### config.mk
export PLATFORM = sky130hd
export DESIGN_NAME = usram_arbiter
export DESIGN_NICKNAME = d
export VERILOG_FILES = /design/src/rtl/usram_arbiter.sv
export SDC_FILE = /design/constraint.sdc
export NUM_CORES = 1
export LEC_CHECK = 0
export CORE_AREA = 4 4 172 174
export DETAILED_ROUTE_END_ITERATION = 10
export DIE_AREA = 0 0 176 178
export HOLD_SLACK_MARGIN = 0.1
export RECOVER_POWER = 100
export SYNTH_ARGS = -nofsm -noshare
export SYNTH_HDL_FRONTEND = slang
export SYNTH_SLANG_ARGS = --single-unit
### constraint.sdc
create_clock -name clk -period 5 [get_ports clk]
set_input_delay 1.25 -clock clk [delete_from_list [all_inputs] [get_ports clk]]
set_output_delay 1.25 -clock clk [all_outputs]
set_load 0.01 [all_outputs]
### src/rtl/usram_arbiter.sv
// usram_arbiter: two-requester arbiter (SoC bridge and accelerator datapath)
// in front of the single-port unified SRAM. The accelerator has priority while
// it is running, with a bounded-wait guard that forces a single SoC grant after
// MAX_WAIT consecutive stalled cycles; otherwise ties are resolved round-robin.
// Read data is steered back to the requester that issued the read, and cycles
// with both requests asserted are counted for debug.
//
// Handshake: a requester raises req with we/addr/wdata and holds them stable
// until it samples gnt = 1 in the same cycle; a req/gnt cycle is one accepted
// access. Read data returns exactly one cycle later with rvalid = 1 on the
// issuing port. There is no backpressure on the return path. A requester may
// withdraw req without having been granted.
module usram_arbiter #(
    parameter int WIDTH    = 64,
    parameter int ADDR_W   = 12,
    parameter int MAX_WAIT = 8
) (
    input  logic              clk,
    input  logic              rst,
    input  logic              acc_busy,
    // SoC side
    input  logic              soc_req,
    input  logic              soc_we,
    input  logic [ADDR_W-1:0] soc_addr,
    input  logic [WIDTH-1:0]  soc_wdata,
    output logic              soc_gnt,
    output logic              soc_rvalid,
    output logic [WIDTH-1:0]  soc_rdata,
    // accelerator side
    input  logic              acc_req,
    input  logic              acc_we,
    input  logic [ADDR_W-1:0] acc_addr,
    input  logic [WIDTH-1:0]  acc_wdata,
    output logic              acc_gnt,
    output logic              acc_rvalid,
    output logic [WIDTH-1:0]  acc_rdata,
    // SRAM side
    output logic              sram_en,
    output logic              sram_we,
    output logic [ADDR_W-1:0] sram_addr,
    output logic [WIDTH-1:0]  sram_wdata,
    input  logic [WIDTH-1:0]  sram_rdata,
    // debug
    output logic [15:0]       conflict_cnt
);

    localparam logic [7:0]  MAX_WAIT_C = 8'(MAX_WAIT);
    localparam logic [15:0] CNT_MAX    = 16'hFFFF;

    // registered arbitration state
    logic              last_gnt;      // 0 = SoC won last, 1 = accelerator won last
    logic [7:0]        wait_cnt;      // consecutive SoC stall cycles while acc_busy
    logic              rd_owner_soc;  // SoC read issued last cycle
    logic              rd_owner_acc;  // accelerator read issued last cycle
    logic [15:0]       conflict_q;
    logic [ADDR_W-1:0] addr_q;        // last driven SRAM address
    logic [WIDTH-1:0]  wdata_q;       // last driven SRAM write data

    // combinational decision
    logic              soc_win;
    logic              acc_win;
    logic              any_win;
    logic              both_req;
    logic              soc_stall;

    assign both_req  = soc_req & acc_req;
    assign any_win   = soc_win | acc_win;
    assign soc_stall = soc_req & ~soc_win & acc_busy;

    // Pick at most one winner; nothing is granted while reset is held.
    always_comb begin
        soc_win = 1'b0;
        acc_win = 1'b0;
        if (!rst) begin
            if (soc_req && !acc_req) begin
                soc_win = 1'b1;
            end else if (acc_req && !soc_req) begin
                acc_win = 1'b1;
            end else if (both_req) begin
                if (acc_busy) begin
                    // accelerator priority, except one forced SoC slot
                    if (wait_cnt == MAX_WAIT_C) begin
                        soc_win = 1'b1;
                    end else begin
                        acc_win = 1'b1;
                    end
                end else begin
                    // round-robin: the side that did not win last time goes
                    if (last_gnt) begin
                        soc_win = 1'b1;
                    end else begin
                        acc_win = 1'b1;
                    end
                end
            end
        end
    end

    // Arbitration history, starvation counter and read-return tags.
    always_ff @(posedge clk) begin
        if (rst) begin
            last_gnt     <= 1'b1;
            wait_cnt     <= 8'd0;
            rd_owner_soc <= 1'b0;
            rd_owner_acc <= 1'b0;
        end else begin
            if (soc_win) begin
                last_gnt <= 1'b0;
            end else if (acc_win) begin
                last_gnt <= 1'b1;
            end

            // counts only genuine stalls under accelerator priority
            if (soc_stall) begin
                if (wait_cnt != MAX_WAIT_C) begin
                    wait_cnt <= wait_cnt + 8'd1;
                end
            end else begin
                wait_cnt <= 8'd0;
            end

            rd_owner_soc <= soc_win & ~soc_we;
            rd_owner_acc <= acc_win & ~acc_we;
        end
    end

    // Saturating count of cycles where both sides requested.
    always_ff @(posedge clk) begin
        if (rst) begin
            conflict_q <= 16'd0;
        end else if (both_req && conflict_q != CNT_MAX) begin
            conflict_q <= conflict_q + 16'd1;
        end
    end

    // Remember the last driven address/data so the SRAM bus is quiet when idle.
    always_ff @(posedge clk) begin
        if (rst) begin
            addr_q  <= '0;
            wdata_q <= '0;
        end else if (soc_win) begin
            addr_q  <= soc_addr;
            wdata_q <= soc_wdata;
        end else if (acc_win) begin
            addr_q  <= acc_addr;
            wdata_q <= acc_wdata;
        end
    end

    // SRAM command mux and per-port return steering; everything reads 0 in reset.
    always_comb begin
        soc_gnt      = soc_win;
        acc_gnt      = acc_win;
        sram_en      = any_win;
        sram_we      = 1'b0;
        sram_addr    = addr_q;
        sram_wdata   = wdata_q;
        soc_rvalid   = 1'b0;
        acc_rvalid   = 1'b0;
        soc_rdata    = '0;
        acc_rdata    = '0;
        conflict_cnt = 16'd0;
        if (soc_win) begin
            sram_we    = soc_we;
            sram_addr  = soc_addr;
            sram_wdata = soc_wdata;
        end else if (acc_win) begin
            sram_we    = acc_we;
            sram_addr  = acc_addr;
            sram_wdata = acc_wdata;
        end
        if (rst) begin
            sram_addr  = '0;
            sram_wdata = '0;
        end else begin
            soc_rvalid   = rd_owner_soc;
            acc_rvalid   = rd_owner_acc;
            conflict_cnt = conflict_q;
            if (rd_owner_soc) begin
                soc_rdata = sram_rdata;
            end
            if (rd_owner_acc) begin
                acc_rdata = sram_rdata;
            end
        end
    end

endmodule
==> results of run 1 <==
[path summary, 6_finish.rpt]
| path | startpoint | endpoint | slack (ns) | depth (start not counted) |
|---|---|---|---|---|
| setup / recovery | acc_busy | sram_wdata[7] | 0.15 | 7 |
| hold / removal | wait_cnt[0] | wait_cnt[0] | 0.51 | 1 |
| setup reg to reg | wait_cnt[0] | wdata_q[35] | 2.71 | 7 |
| hold reg to reg | wait_cnt[0] | wait_cnt[0] | 0.51 | 1 |
[Yosys cell counts (all sizes together), types with 2 or more instances]
cell type	number	share of area [%]
a211oi	2	0.25
a21oi	78	6.5
nor4	2	0.21
and3	5	0.52
ha	3	0.62
nand2	12	0.79
o221a	76	14
nand3	10	0.83
buf	17	1.6
or4	4	0.50
mux2	6	1.1
dfxtp	103	34
xor2	6	0.87
and4	4	0.58
nor2	23	1.4
nor3	5	0.42
mux2i	78	13
or4b	2	0.40
inv	5	0.31
a311oi	2	0.29
o21ai	7	0.58
and2	128	13
a31oi	4	0.42
nand4	5	0.52
nor2b	21	2.2
nand2b	2	0.21
clkbuf	46	2.9
[power groups by stage]
stage / logic, mW / registers (mW) / clock network [mW]
2_1_floorplan: 0.257 / 0.903 / 0
3_3_place_gp: 0.649 / 0.906 / 0
3_5_place_dp: 0.651 / 0.906 / 0
4_1_cts: 0.656 / 0.888 / 0.769
5_1_grt: 0.679 / 0.892 / 0.798
6_report: 0.633 / 0.888 / 0.739
[per-layer routing]
metal  vias to the layer above  part of all wire (%)  wire (um)  GRT usage, %
met2                       332                    53      16200          34.2
li1                       3259                     -          -             -
met3                        35                    11       3320          8.33
met4                        14                   1.4        423          3.51
met1                      3169                    35      10800          18.9
met5                         -                  0.33        103             0
[registers in the layout, indices dropped and copies added (netlist names)]
register      flops
addr_q           12
conflict_q       16
last_gnt          1
rd_owner_acc      1
rd_owner_soc      1
wait_cnt          8
wdata_q          64
[cell type report]
cell class | count | area [sq um]
clock buffers | 11 | 253
diodes | 3 | 7.51
inverters | 6 | 22.5
flip-flops and latches | 103 | 2060
repair buffers | 464 | 4640
multi-input cells | 491 | 3670
fillers | 2845 | 16600
well taps | 378 | 473
clock inverters | 5 | 48.8
[per-stage QoR]
step / setup slack, ns / cell area, sq um
CTS: 0.178 / 11200
global route: 0.0296 / 11200
global placement: 0.208 / 10900
finish: 0.150 / 11200
detailed placement: 0.196 / 10900
floorplan: 1.42 / 6010
[placed cells by master, fill, tap and decap left out, types with 3 or more instances in the layout]
cell | synthesis | routed
a21oi_1 | 78 | 78
a31oi_1 | 4 | 4
and2_0 | 0 | 76
and2_1 | 128 | 52
and3_1 | 5 | 5
and4_1 | 4 | 4
buf_12 | 0 | 4
buf_4 | 0 | 9
clkbuf_16 | 0 | 9
clkbuf_2 | 0 | 3
clkdlybuf4s50_1 | 0 | 344
clkinv_4 | 0 | 3
dfxtp_1 | 103 | 103
diode_2 | 0 | 3
dlygate4sd3_1 | 0 | 102
ha_1 | 3 | 3
inv_1 | 5 | 6
mux2_2 | 6 | 6
mux2i_1 | 78 | 78
nand2_1 | 11 | 12
nand3_1 | 10 | 10
nand4_1 | 5 | 5
nor2_1 | 23 | 23
nor2b_1 | 21 | 19
nor3_1 | 5 | 5
o21ai_0 | 7 | 7
o221a_1 | 20 | 20
o221a_2 | 56 | 56
or4_1 | 4 | 4
xor2_1 | 6 | 6
[worst max-delay path, cell delays in order]
cell             delay [ns]
clkdlybuf4s50_1        0.49
nand2b_1               0.18
o211ai_4               0.13
nand2_1                0.11
buf_4                  0.49
o221a_2                0.31
dlygate4sd3_1          0.62
[kinds of logic (layout without fill, tap and decap cells)]
group	after synthesis	count (layout)
DFF	103	103
adders and majority gates	3	3
muxes	84	84
AOI/OAI and AO/OA	172	172
buffers and inverters	69	486
xor gates and xnor gates	6	6
other	0	3
and+or+nand+nor	226	226
==> impl_metrics.json, run 1 <==
{
  "worst_ep_required_time_ns": 3.75,
  "syn-cell-area_sq_um": 6010,
  "crit_type": "input pin to primary output",
  "clock_latency_ns": 0.35,
  "dp_hpwl_um": 24700,
  "period_needed_ns": 4.85,
  "fmax_mhz": 206,
  "wirelength_um": 30800,
  "routedWlPerCell_um": 21.1,
  "cts_tree": "yes",
  "cts_resized": 0,
  "crit_arrival_ns": 3.60,
  "synth_cells": 663,
  "drt-initial-drc-count": 317,
  "fin_crit_sh_pct": 97.0,
  "power_frac_comb_pct": 28.0,
  "outcome": "completed",
  "row_count": 61,
  "grt_pass1_wl_um": 43800,
  "endpoint_kind": "primary output",
  "dieHeight_um": 178,
  "rsz0062_at_grt": "no",
  "finalNonFillerCells": 1461,
  "synth_top_family_by_area": "compound AO/OA/AOI/OAI gates",
  "post_cts_buffers": 0,
  "synth_edf_count": 0,
  "grt_max_degree": 66,
  "powerDensity_nw_per_um2": 202,
  "max_slew_margin_pct": 29.7,
  "p_switching_mw": 0.640,
  "synth-simple-area-share_pct": 22.4,
  "postRouteAntennaNets": 0,
  "ir_worst_vdd_v": 0.000152,
  "synth-compound-area-share_pct": 22.8,
  "ys_seq_area_share_pct": 34.3,
  "p_seq_share_pct": 39.3,
  "ctsHoldBuffers": 0,
  "clock-sinks": 103,
  "num_vias": 6809,
  "maxCapViolCount": 0,
  "leakage_nw": 4.47,
  "port_buffers": 448,
  "yosys_warnings": 0,
  "synthXorXnorAreaFrac_pct": 0.875,
  "vias_per_cell": 4.66,
  "initial_utilization_pct": 21.6,
  "fin_skew_ns": 0.0136,
  "power_mw": 2.26,
  "grt_pass1_vias": 6844,
  "synth_top_flop_cell": "dfxtp_1",
  "hp-class": "flip-flop to flip-flop",
  "numCtsBuffers": 9,
  "synth.avg_cell_area_sq_um": 9.06,
  "cp_max_fo": 50,
  "clk_pin_slew_ns": 0.08,
  "worstMarginPinSlew_ns": 1.05,
  "gr-usage-all-layers_pct": 18.3,
  "synth-async-reset-ratio_pct": 0,
  "cts_root_buf": "clkbuf_16",
  "ys_types": 39,
  "dp.cells": 1442,
  "power_frac_clock_pct": 32.7,
  "coreArea_sq_um": 27800,
  "gp_congestion": 0.821,
  "drc_errors": 0,
  "nets": 1301,
  "synth_seq_cells": 103,
  "antenna_found_initial": 11,
  "setup-tns-final_ns": 0,
  "area.growth.synth_to_final_pct": 86.0,
  "htreeDepth": 3,
  "synth_fp_nets": 889,
  "fin_hold_ws_ns": 0.513,
  "overflow": 0,
  "setup.worst_path.start_class": "input pin",
  "clockBufferDepth": 2,
  "drt-pass1-iter-count": 5,
  "io_pins": 449,
  "sw_frac_of_total_pct": 28.3,
  "die_w_um": 176,
  "synth_mux_area_share_pct": 14.1,
  "slew_violations": 0,
  "die_area_sq_um": 31300,
  "intPower_mw": 1.62,
  "hold_viol": 0,
  "utilization_pct": 40.2,
  "setup_violations": 0,
  "drive_gt1_share_pct": 9.26,
  "synthAdderAreaFrac_pct": 0.625
}
No activity file was read; power rests on OpenSTA's default activity.
==> run 2: changes to the inputs <==
Settings changed: CORE_AREA 4 4 172 174 to 2 2 175 177, DIE_AREA 0 0 176 178 to 0 0 177 179.
==> impl_metrics.json, run 2 (synthesis gave the netlist of run 1 again) <==
{
  "clock-sinks": 103,
  "dp_hpwl_um": 23800,
  "crit_type": "input pin to primary output",
  "reg_top3": "wdata_q (64), conflict_q (16), addr_q (12)",
  "cts_tree": "yes",
  "mostFrequentLayoutCell": "clkdlybuf4s50_1",
  "coreArea_sq_um": 30000,
  "routedWlPerCell_um": 20.3,
  "postRouteAntennaNets": 0,
  "die_w_um": 177,
  "drt-pass1-iter-count": 4,
  "nets": 1301,
  "antenna_found_initial": 4,
  "outcome": "completed",
  "drc_errors": 0,
  "gr-usage-all-layers_pct": 17.6,
  "initial_utilization_pct": 20.0,
  "fin_area_sq_um": 11200,
  "utilization_pct": 37.4,
  "ir_worst_vdd_v": 0.000165,
  "path_common_cell": "dlygate4sd3_1",
  "worstMarginPinSlew_ns": 1.04,
  "gp_congestion": 0.821,
  "port_buffers": 448,
  "grt_max_degree": 73,
  "dp.cells": 1460,
  "rsz0062_at_grt": "no",
  "htreeDepth": 3,
  "setup-tns-final_ns": 0,
  "crit_family": "buffers and inverters",
  "cp_max_fo": 20,
  "fin_skew_ns": 0.00961,
  "fin_hold_ws_ns": 0.488,
  "finalNonFillerCells": 1477,
  "setup_violations": 0,
  "worst_ep_required_time_ns": 3.75,
  "clock_latency_ns": 0.36,
  "regMostFlops": "wdata_q",
  "area.growth.synth_to_final_pct": 86.9,
  "clockBufferDepth": 2,
  "largest_register_ffs": 64,
  "dpl-instance-area_sq_um": 10900,
  "slew_violations": 0,
  "num_vias": 6668,
  "cts_resized": 0,
  "overflow": 0,
  "setup.worst_path.start_class": "input pin",
  "post_cts_buffers": 0,
  "grt_pass1_wl_um": 41200,
  "powerDensity_nw_per_um2": 203,
  "dieHeight_um": 179,
  "maxCapViolCount": 0,
  "grt_pass1_vias": 6406,
  "io_pins": 449,
  "max_slew_margin_pct": 30.7,
  "crit_arrival_ns": 3.56,
  "max_stage_delay_ns": 0.61,
  "hp-class": "flip-flop to flip-flop",
  "period_needed_ns": 4.81,
  "drt-initial-drc-count": 255,
  "cts_root_buf": "clkbuf_16",
  "endpoint_kind": "primary output",
  "vias_per_cell": 4.51,
  "wirelength_um": 30000,
  "fin_crit_sh_pct": 96.1,
  "hold_viol": 0,
  "fmax_mhz": 208,
  "final_cell_mix": "clkdlybuf4s50_1, dlygate4sd3_1, dfxtp_1, and2_1",
  "cpMaxStageDelayCell": "dlygate4sd3_1",
  "drive_gt1_share_pct": 9.44,
  "numCtsBuffers": 9,
  "path_buf_inv": 4,
  "ctsHoldBuffers": 0,
  "die_area_sq_um": 31700,
  "clk_pin_slew_ns": 0.07,
  "leakage_nw": 4.63,
  "crit_chain": "dlygate4sd3_1, nand4bb_1, o211ai_4, buf_12, buf_4, o221a_1, dlygate4sd3_1",
  "row_count": 64
}
==> run 2: changes by cell type in the layout (fill, tap and decap cells not counted), sizes merged, moves of 2 or more <==
cell / delta
clkdlybuf4s50: -22
dlygate4sd3: +21
buf: +3
clkbuf: -2
diode: -2
==> run 2: path summary, 6_finish.rpt <==
path | startpoint | end | slack [ns] | depth (start not counted)
worst min register to register | wait_cnt[0] | wait_cnt[0] | 0.49 | 1
worst max-delay path | acc_busy | sram_addr[2] | 0.19 | 7
worst min-delay path | wait_cnt[0] | wait_cnt[0] | 0.49 | 1
worst max register to register | wait_cnt[0] | wdata_q[48] | 2.83 | 7
==> run 2: worst reg2reg max path, stage by stage (launching register included) <==
cell and delay, ns:
dfxtp_1 0.35, inv_1 0.08, ha_1 0.13, or4b_4 0.48, o211ai_4 0.30, nand2_2 0.13, buf_12 0.23, o221a_1 0.36
==> run 2: report_power, final <==
group          switching [mW]  internal (mW)  leakage (nW)
logic                   0.269          0.379          3.63
clock network           0.343          0.403         0.146
registers              0.0138          0.874         0.851
total                   0.626           1.66          4.63
==> run 2: metal layers <==
layer	wire length (um)	vias up	track usage (%)
met4	677	0	5.48
met3	2660	25	6.00
met2	15800	304	32.7
li1	-	3260	-
met1	10900	3079	18.6
met5	0	-	0
==> run 2: per-stage QoR <==
stage	total power, mW	worst slack [ns]
4_1_cts	2.32	0.286
2_1_floorplan	1.16	1.42
6_report	2.28	0.193
5_1_grt	2.38	0.105
3_5_place_dp	1.57	0.287
3_3_place_gp	1.56	0.307
==> run 2: area by class of cell <==
type	count	area, sq um
inverters	6	22.5
multi-input cells	491	3670
fillers	3089	18800
diodes	1	2.50
flip-flops and latches	103	2060
clock buffers	11	243
well taps	396	495
repair buffers	464	4680
clock inverters	5	56.3
==> run 3: changes to the inputs <==
Settings changed: ABC_CLOCK_PERIOD_IN_PS set to 5000, CELL_PAD_IN_SITES_DETAIL_PLACEMENT set to 0, CELL_PAD_IN_SITES_GLOBAL_PLACEMENT set to 1, CORE_AREA 2 2 175 177 to 2 2 173 175, DIE_AREA 0 0 177 179 to 0 0 175 177, PLACE_DENSITY_LB_ADDON set to 0.1.
==> impl_metrics.json, run 3 (synthesis gave the netlist of run 1 again) <==
{
  "reg2reg_depth": 7,
  "max_slew_margin_pct": 10.1,
  "cts_tree": "yes",
  "cts_root_buf": "clkbuf_16",
  "grt_pass1_vias": 6519,
  "num_vias": 6508,
  "setup.worst_path.start_class": "input pin",
  "multi_input_area_sq_um": 3670,
  "num-fill-cells": 2952,
  "slew_violations": 0,
  "maxCapViolCount": 0,
  "dp_hpwl_um": 22200,
  "regMostFlops": "wdata_q",
  "hp-class": "flip-flop to flip-flop",
  "clockBufferDepth": 2,
  "gr-usage-all-layers_pct": 17.8,
  "drt-initial-drc-count": 218,
  "outcome": "completed",
  "largest_register_ffs": 64,
  "fin_skew_ns": 0.0221,
  "rrSetupSlack_ns": 2.81,
  "fmax_mhz": 206,
  "period_needed_ns": 4.84,
  "mostFrequentLayoutCell": "clkdlybuf4s50_1",
  "dieHeight_um": 177,
  "finalNonFillerCells": 1471,
  "post_cts_buffers": 0,
  "htreeDepth": 3,
  "clk_pin_slew_ns": 0.08,
  "rsz0062_at_grt": "no",
  "clock-sinks": 103,
  "die_area_sq_um": 31000,
  "vias_per_cell": 4.42,
  "port_buffers": 448,
  "initial_utilization_pct": 20.5,
  "final_cell_mix": "clkdlybuf4s50_1, dlygate4sd3_1, dfxtp_1, and2_1",
  "drt-pass1-iter-count": 5,
  "endpoint_kind": "primary output",
  "routedWlPerCell_um": 20.0,
  "reg_top3": "wdata_q (64), conflict_q (16), addr_q (12)",
  "drc_errors": 0,
  "fin_crit_sh_pct": 96.9,
  "ir_worst_vdd_v": 0.000170,
  "setup-tns-final_ns": 0,
  "area.growth.synth_to_final_pct": 85.9,
  "io_pins": 449,
  "row_count": 63,
  "grt_pass1_wl_um": 42000,
  "gp_congestion": 0.755,
  "setup_violations": 0,
  "numCtsBuffers": 9,
  "cts_resized": 0,
  "hold_viol": 0,
  "coreArea_sq_um": 29200,
  "utilization_pct": 38.2,
  "register_area_sq_um": 2060,
  "crit_arrival_ns": 3.59,
  "clock_latency_ns": 0.36,
  "cp_max_fo": 77,
  "worst_ep_required_time_ns": 3.75,
  "wirelength_um": 29400,
  "ctsHoldBuffers": 0,
  "overflow": 0,
  "postRouteAntennaNets": 0,
  "crit_type": "input pin to primary output",
  "drive_gt1_share_pct": 9.07,
  "grt_max_degree": 78,
  "die_w_um": 175,
  "hold_depth": 1,
  "dp.cells": 1454,
  "leakage_nw": 4.66,
  "powerDensity_nw_per_um2": 201,
  "antenna_found_initial": 1,
  "nets": 1301,
  "worstMarginPinSlew_ns": 1.35
}
==> run 3: cell types whose count changed in the layout (fill, tap and decap cells not counted), moves of 2 or more <==
| cell | change |
|---|---|
| and2_0 | +12 |
| and2_1 | -12 |
| buf_12 | -3 |
| clkdlybuf4s50_1 | -40 |
| clkinv_2 | -2 |
| dlygate4sd3_1 | +41 |
==> run 3: power breakdown <==
group	internal [mW]	switching, mW	leakage [nW]
combinational	0.360	0.263	3.67
sequential	0.874	0.0141	0.851
clock	0.352	0.378	0.138
total	1.59	0.655	4.66
==> run 3: area by class of cell <==
class,count,area share (%)
multi-input cells,491,32.8
well taps,390,4.37
clock buffers,10,2.05
repair buffers,464,41.5
clock inverters,6,0.549
diodes,1,0.0224
inverters,6,0.202
flip-flops and latches,103,18.5
==> run 3: per-stage QoR <==
step | power, mW | instance area, sq um | setup WS [ns] | hold slack (ns)
CTS | 2.31 | 11200 | 0.282 | 0.519
finish | 2.24 | 11200 | 0.156 | 0.509
floorplan | 1.16 | 6010 | 1.42 | 0.448
global route | 2.36 | 11200 | 0.0928 | 0.565
global placement | 1.56 | 10900 | 0.294 | 0.491
detailed placement | 1.56 | 10900 | 0.290 | 0.500
==> run 3: worst max-delay path, cell delays in order <==
cell and delay [ns]:
dlygate4sd3_1 0.57, nand4bb_1 0.17, o211ai_4 0.23, buf_12 0.37
o221a_1 0.27, dlygate4sd3_1 0.66
==> run 3: worst paths after layout <==
kind                     from      endpoint
setup reg to reg  wait_cnt[0]   wdata_q[57]
hold / removal    wait_cnt[0]   wait_cnt[0]
hold reg to reg   wait_cnt[0]   wait_cnt[0]
setup / recovery     acc_busy  sram_addr[2]
==> run 3: routing by layer <==
metal,vias up,share of wire (%),global-route usage (%)
met2,271,50,31.9
met5,-,0.027,0
li1,3266,-,-
met1,2951,41,20.9
met3,18,7.8,5.73
met4,2,0.85,3.30
